### src/rtl/bcd_display_sequencer_pkg.sv
// rtl/bcd_display_sequencer_pkg.sv - shared constants and state encoding for the BCD display sequencer
package bcd_display_sequencer_pkg;

    localparam int BCD_DIGITS      = 5;
    localparam int BCD_W           = 20;
    localparam int MAX_VAL_DEFAULT = 99999;

    // All-F nibbles render as blanks in display_controller.
    localparam logic [BCD_W-1:0] ERR_PATTERN = 20'hFFFFF;

    typedef logic [1:0] state_t;

    localparam state_t ST_IDLE   = 2'd0;
    localparam state_t ST_CONV   = 2'd1;
    localparam state_t ST_UPDATE = 2'd2;

endpackage

### src/rtl/dd_digit_adj.sv
// rtl/dd_digit_adj.sv - double-dabble digit correction cell: add 3 when nibble >= 5
module dd_digit_adj (
    input  logic [3:0] din,
    output logic [3:0] dout
);

    assign dout = (din >= 4'd5) ? (din + 4'd3) : din;

endmodule

### src/rtl/bcd_display_sequencer.sv
// rtl/bcd_display_sequencer.sv - iterative binary-to-BCD converter and display update sequencer (optional LEAD_ZERO_BLANK_EN)
module bcd_display_sequencer
    import bcd_display_sequencer_pkg::*;
#(
    parameter int BIN_W   = 17,
    parameter int MAX_VAL = MAX_VAL_DEFAULT
) (
    input  logic                  clk,
    input  logic                  reset_n,
    input  logic                  clear,
    input  logic                  bin_valid,
    output logic                  bin_ready,
    input  logic [BIN_W-1:0]      bin_value,
    output logic [BCD_W-1:0]      bcd_value,
    output logic [BCD_DIGITS-1:0] digit_blank,
    output logic                  bcd_done,
    output logic                  overflow
);

    localparam int                 CNT_W    = $clog2(BIN_W);
    localparam logic [CNT_W-1:0]   CNT_LAST = CNT_W'(BIN_W - 1);
    localparam logic [BIN_W-1:0]   MAX_BIN  = BIN_W'(MAX_VAL);

    state_t            state_q, state_d;
    logic [BIN_W-1:0]  bin_q, bin_d;
    logic [BCD_W-1:0]  acc_q, acc_d;
    logic [CNT_W-1:0]  cnt_q, cnt_d;
    logic              ovf_q, ovf_d;
    logic [BCD_W-1:0]  bcd_value_q, bcd_value_d;
    logic              overflow_q, overflow_d;
    logic              bcd_done_q, bcd_done_d;

    logic [BCD_W-1:0]  acc_adj;
    logic [BCD_W-1:0]  acc_next;
    logic [BIN_W-1:0]  bin_next;
    logic              handshake;

    for (genvar g = 0; g < BCD_DIGITS; g++) begin : g_adj
        dd_digit_adj u_adj (
            .din  (acc_q[g*4 +: 4]),
            .dout (acc_adj[g*4 +: 4])
        );
    end

    assign acc_next  = {acc_adj[BCD_W-2:0], bin_q[BIN_W-1]};
    assign bin_next  = {bin_q[BIN_W-2:0], 1'b0};
    assign bin_ready = (state_q == ST_IDLE) && !clear;
    assign handshake = bin_valid && bin_ready;

`ifdef LEAD_ZERO_BLANK_EN
    logic [BCD_DIGITS-1:0] blank_q, blank_d;

    function automatic logic [BCD_DIGITS-1:0] lead_zero_mask(input logic [BCD_W-1:0] v);
        logic                  zero_run;
        logic [BCD_DIGITS-1:0] mask;
        zero_run = 1'b1;
        mask     = '0;
        // Digit 0 never blanks, so a zero value still shows a single "0".
        for (int i = BCD_DIGITS - 1; i >= 1; i--) begin
            zero_run = zero_run && (v[i*4 +: 4] == 4'd0);
            mask[i]  = zero_run;
        end
        return mask;
    endfunction

    assign digit_blank = blank_q;
`else
    assign digit_blank = '0;
`endif

    always_comb begin
        state_d     = state_q;
        bin_d       = bin_q;
        acc_d       = acc_q;
        cnt_d       = cnt_q;
        ovf_d       = ovf_q;
        bcd_value_d = bcd_value_q;
        overflow_d  = overflow_q;
        bcd_done_d  = 1'b0;
`ifdef LEAD_ZERO_BLANK_EN
        blank_d     = blank_q;
`endif

        case (state_q)
            ST_IDLE: begin
                if (handshake) begin
                    bin_d   = bin_value;
                    acc_d   = '0;
                    cnt_d   = '0;
                    ovf_d   = (bin_value > MAX_BIN);
                    state_d = ST_CONV;
                end
            end
            ST_CONV: begin
                acc_d = acc_next;
                bin_d = bin_next;
                cnt_d = cnt_q + CNT_W'(1);
                // A carry out of the top digit can only come from an out-of-range input.
                ovf_d = ovf_q | acc_adj[BCD_W-1];
                if (cnt_q == CNT_LAST) begin
                    // Outputs are published together on the last shift so the UPDATE
                    // cycle already shows the finished word alongside bcd_done.
                    state_d     = ST_UPDATE;
                    bcd_done_d  = 1'b1;
                    overflow_d  = ovf_d;
                    bcd_value_d = ovf_d ? ERR_PATTERN : acc_next;
`ifdef LEAD_ZERO_BLANK_EN
                    blank_d     = ovf_d ? '0 : lead_zero_mask(acc_next);
`endif
                end
            end
            ST_UPDATE: begin
                state_d = ST_IDLE;
            end
            default: begin
                state_d = ST_IDLE;
            end
        endcase

        if (clear) begin
            state_d     = ST_IDLE;
            bin_d       = '0;
            acc_d       = '0;
            cnt_d       = '0;
            ovf_d       = 1'b0;
            bcd_value_d = '0;
            overflow_d  = 1'b0;
            bcd_done_d  = 1'b0;
`ifdef LEAD_ZERO_BLANK_EN
            blank_d     = '0;
`endif
        end
    end

    always_ff @(posedge clk or negedge reset_n) begin
        if (!reset_n) begin
            state_q     <= ST_IDLE;
            bin_q       <= '0;
            acc_q       <= '0;
            cnt_q       <= '0;
            ovf_q       <= 1'b0;
            bcd_value_q <= '0;
            overflow_q  <= 1'b0;
            bcd_done_q  <= 1'b0;
`ifdef LEAD_ZERO_BLANK_EN
            blank_q     <= '0;
`endif
        end else begin
            state_q     <= state_d;
            bin_q       <= bin_d;
            acc_q       <= acc_d;
            cnt_q       <= cnt_d;
            ovf_q       <= ovf_d;
            bcd_value_q <= bcd_value_d;
            overflow_q  <= overflow_d;
            bcd_done_q  <= bcd_done_d;
`ifdef LEAD_ZERO_BLANK_EN
            blank_q     <= blank_d;
`endif
        end
    end

    assign bcd_value = bcd_value_q;
    assign overflow  = overflow_q;
    assign bcd_done  = bcd_done_q;

endmodule

### config.mk
export PLATFORM = sky130hd
export DESIGN_NAME = bcd_display_sequencer
export DESIGN_NICKNAME = d
export VERILOG_FILES = /design/src/rtl/bcd_display_sequencer_pkg.sv /design/src/rtl/dd_digit_adj.sv /design/src/rtl/bcd_display_sequencer.sv
export SDC_FILE = /design/constraint.sdc
export NUM_CORES = 1
export LEC_CHECK = 0
export BUFFER_PORTS_ARGS = -buffer_cell sky130_fd_sc_hd__buf_2
export CORE_ASPECT_RATIO = 1.75
export CORE_UTILIZATION = 40
export DETAILED_ROUTE_END_ITERATION = 6
export HOLD_SLACK_MARGIN = 0.05
export PLACE_DENSITY = 0.64
export SYNTH_ARGS = -nofsm -noshare
export SYNTH_HDL_FRONTEND = slang
export SYNTH_SLANG_ARGS = --single-unit
### constraint.sdc
create_clock -name clk -period 1.85 [get_ports clk]
set_input_delay 0.4625 -clock clk [delete_from_list [all_inputs] [get_ports clk]]
set_output_delay 0.4625 -clock clk [all_outputs]
set_load 0.05 [all_outputs]
# After elaboration in Yosys (flattened, before gate mapping)
# Cells that the tools add are included.
# totals
input_bits	21
ff_bits	67
# classes
n_reduce_logical	10
n_addsub	6
n_lt_le_gt_ge	6
n_mux	31
bitwise_logic	1
eq_ne	4
# ops
op	count
2-to-1 mux 20 bit	6
one-hot mux 20 bit (2 select lines)	1
2-to-1 mux 17 bit	2
one-hot mux 17 bit (2 select lines)	1
adder 4 x 2 -> 4 bit, second input constant	5
>= comparator 4 x 3 -> 1 bit, second input constant	5
2-to-1 mux 4 bit	5
greater-than comparator 17 bit, second input constant	1
2-to-1 mux 5 bit	2
one-hot mux 5 bit (2 select lines)	1
2-to-1 mux 1 bit	8
2-to-1 mux 2 bit	3
inequality test 3 bit, second input constant	2
AND reduction 2 bit	3
adder 5 x 1 -> 5 bit, second input constant	1
equality test 5 bit, second input constant	1
one-hot mux 2 bit (2 select lines)	1
nonzero test 2 bit	2
nonzero test 3 bit	1
equality test 2 x 1 -> 1 bit, second input constant	1
logical AND 1 bit	2
logical NOT 2 bit	1
one-hot mux 1 bit (2 select lines)	1
logical NOT 1 bit	1
bitwise OR 1 bit	1

# Logic depth before layout (Yosys ltp)
# logic_depth
depth_word	7
ltp_mapped	8
mapped_depth_nobuf	7

# Hierarchy
# Synthesis repeated with hierarchy kept, for this count alone.
# unflattened
cells_unflattened	346
area_unflattened_um2	3405.8
# by_module_without_submodules
module	seq_area_each_um2	cells_each	n_inst	area_per_inst_um2
bcd_display_sequencer	1676.6	266	1	2899.0
dd_digit_adj	0.0	16	5	101.3

# Worst setup path after synthesis
# No wires, ideal clock.
# synth_path
kind	input-to-output
startpoint	input port clear
endpoint	output port bin_ready
slack_ns	-0.564
path_stages	3
arrival_time_ns	1.952
t_required_ns	1.387
path_cell_list	buf_2 -> clkbuf_1 -> nor3_1
# synth_via
elab_chain_len	2
# synth_lines
item	line	rtl
start: declaration	bcd_display_sequencer.sv:10	input logic clear,
logical NOT 1 bit	bcd_display_sequencer.sv:47	assign bin_ready = (state_q == ST_IDLE) && !clear;
logical AND 1 bit	bcd_display_sequencer.sv:47	
end: declaration	bcd_display_sequencer.sv:12	output logic bin_ready,
# No other way between the ends.

# Worst setup path in the final report
# layout_path
startpoint	register state_q[1]
endpoint	output port bin_ready
# layout_via
elab_chain_len	2
# layout_lines
item	line	rtl
start: declaration	bcd_display_sequencer.sv:24	state_t state_q, state_d;
start signal: assignment	bcd_display_sequencer.sv:149	state_q <= state_d;
logical NOT 2 bit	bcd_display_sequencer.sv:47	
logical AND 1 bit	bcd_display_sequencer.sv:47	
# No other way between the ends.

==> results_dict.tcl <==
set metrics [dict create \
    synth_top_cell_by_area "dfrtp_1" \
    initial_core_util 0.412 \
    synth_compound_area_frac 0.208 \
    first_iter_violations 141 \
    critPathSlowestCell "dfrtp_1" \
    yosysMostFrequentCell "dfrtp_1" \
    fin_tns_setup_ps 0 \
    cp_max_fo 6 \
    synth-edff-count 0 \
    cts_tree "done" \
    n_fill_cell 724 \
    maxSlewViolCount 0 \
    ant_nets 0 \
    drive_above_1_share 0.230 \
    period_needed_ps 1780 \
    ys_top_cells_by_area "dfrtp_1 (51%), nand2_1 (5.8%), ha_1 (4.6%)" \
    die_w_um 70.3 \
    path_clk_slew_ps 60 \
    cellPowerDensity_nw_per_um2 885 \
    synth_xor_area_frac 0.0215 \
    port-buffer-count 43 \
    hold_ws_ps 120 \
    drt_pre_antenna_iters 4 \
    syn2layout_area_growth_pct 20.8 \
    maxCapViolCount 0 \
    cp-startpoint "state_q[1]$_DFFE_PN0P_" \
    die_area_um2 8530 \
    muxShareOfSynthArea 0.0276 \
    arrival_ps 1320 \
    hold_path.class "in -> async" \
    syn_area_um2 3260 \
    synthArstFlopShare 1.00 \
    grt_usage 0.192 \
    cp_cell_sequence "nor3_4 -> buf_2" \
    gp_congestion 0.822 \
    dp_hpwl_um 5120 \
    leakage_nw 1.97 \
    drt_wl_total_um 7350 \
    grt_pass1_vias 2494 \
    yosys.area_share.simple 0.129 \
    synth_flop_cell "dfrtp_1" \
    die_h_um 121 \
    diodes 0 \
    drc_errors 0 \
    grt_pass1_wl_um 12500 \
    clock_path_buffers 2 \
    path_class "reg -> out" \
    ir_drop_mv 0.541 \
    cp-start-kind "register" \
    root_buffer "clkbuf_16" \
    via_per_inst 5.54 \
    ioPinCount 49 \
    synth_adder_area_share 0.0460 \
    place_ws_ps 70.8 \
    gr-total-overflow 0 \
    synth_top_area_share 0.514 \
    rows 43 \
    clk_latency_ps 340 \
    endpoint_kind "primary output" \
    ys_seq_elements 67 \
    max_clock_freq_mhz 562 \
    cts-htree-levels 3 \
    numCtsBuffers 9 \
    finalPower_mw 3.49 \
    grt_antenna_before_repair 0 \
    required_ps 1390 \
    yosysSeqAreaShare 0.514 \
    via_count 2498 \
    wl_per_cell_um 16.3 \
    outcome "finished, final reports clean" \
    rr_startpoint "acc_q[16]$_DFFE_PN0P_" \
    grt_max_degree 68 \
    avgSynthCellArea_um2 10.7 \
    clock-sinks 67 \
    netlist_instances 304 \
    final_core_util 0.498 \
    finalClockSkew_ps 7.83 \
    synth_cell_types 42 \
    cts_setup_buffers 0 \
    setup_viol 0 \
    synth_top_family_by_area "compound AO/OA/AOI/OAI gates" \
    synth_common_cells "dfrtp_1 (67), nand2_1 (50), a21oi_1 (15), o21ai_0 (15), a221o_1 (14)" \
    fin_ws_ps 72.1 \
    max_stage_delay_ps 500 \
    final-hold-violation-count 0 \
    rsz0062_at_grt "no" \
    nets 389 \
    ys_warn_count 0 \
    min_period_over_period 0.961 \
    core_area_um2 7910 \
]
-- cell usage in the layout, fill, tap and decap left out, types with 2 or more instances in the layout --
cell,instances
a21o_1,3
a21oi_1,15
a221o_1,14
a22o_1,13
a22oi_1,11
buf_12,3
buf_2,43
buf_4,11
clkbuf_16,9
clkinv_2,4
conb_1,5
dfrtp_1,67
ha_1,12
inv_1,13
mux2i_1,9
nand2_1,50
nand2b_1,7
nor2_1,5
nor3_1,3
nor3b_1,6
o2111ai_1,2
o211ai_1,7
o21ai_0,15
o31ai_1,4
xnor2_1,5
xor2_1,3
-- critical path, delay by kind of cell (launching register included) --
| kind | cells | cell delay, ps |
|---|---|---|
| buffers and inverters | 1 | 280 |
| flip-flops | 1 | 500 |
| AND/OR/NAND/NOR | 1 | 200 |
-- final cells by class --
class                      count  area, µm²  area share
multi-input combinational    207       1440       0.366
clock inverter                 5       52.6      0.0133
inverter                      14       53.8      0.0137
timing repair buffer          57        358      0.0909
sequential                    67       1680       0.426
clock buffer                  11        243      0.0616
tap                           90        113      0.0286
-- state kept, by name, indices dropped and copies added, names as in the netlist --
| register | cells |
|---|---|
| acc_q | 20 |
| bcd_done | 1 |
| bcd_value | 20 |
| bin_q | 17 |
| cnt_q | 5 |
| overflow | 1 |
| ovf_q | 1 |
| state_q | 2 |
-- report_power, final --
part	switching, mW	internal (mW)
clock network	0.615	1.07
registers	0.0298	1.50
logic	0.171	0.0963
total	0.815	2.67
-- stage by stage --
step | std cells | area, µm²
floorplan | 308 | 3290
global placement | 435 | 3640
detailed placement | 435 | 3640
CTS | 451 | 3930
global route | 451 | 3940
finish | 451 | 3940
-- layer usage --
metal / vias to the layer above / track usage / share of wire
met1: 1238 / 0.230 / 0.42
met2: 55 / 0.331 / 0.53
li1: 1190 / - / -
met5: - / 0 / 0
met3: 15 / 0.0274 / 0.029
met4: 0 / 0.0975 / 0.024
-- logic make-up after synthesis --
group                    after synthesis
AO/OA/AOI/OAI                         91
XOR/XNOR                               8
adder cells (fa/ha/maj)               12
buffers and inverters                 34
flip-flops                            67
multiplexers                           9
other                                  1
AND/OR/NAND/NOR                       82
-- path summary, 6_finish.rpt --
path	to	slack, ps	cells after the start
min in group clk	bin_q[1]$_DFFE_PN0P_	350	3
worst min register to register	bin_q[7]$_DFFE_PN0P_	470	2
worst min-delay path	acc_q[13]$_DFFE_PN0P_	120	2
worst max register to register	bcd_value[0]$_DFFE_PN0P_	140	5
worst max-delay path	bin_ready	70	2
max in group asynchronous	bcd_value[3]$_DFFE_PN0P_	1420	2
-- timing repair --
| action | CTS | global route |
|---|---|---|
| endpoints found under the setup margin | 0 | 11 |
| hold buffers | 0 | 0 |
| gates resized for setup | 0 | 1 |
Note: power is estimated with default switching activity, not from simulation.
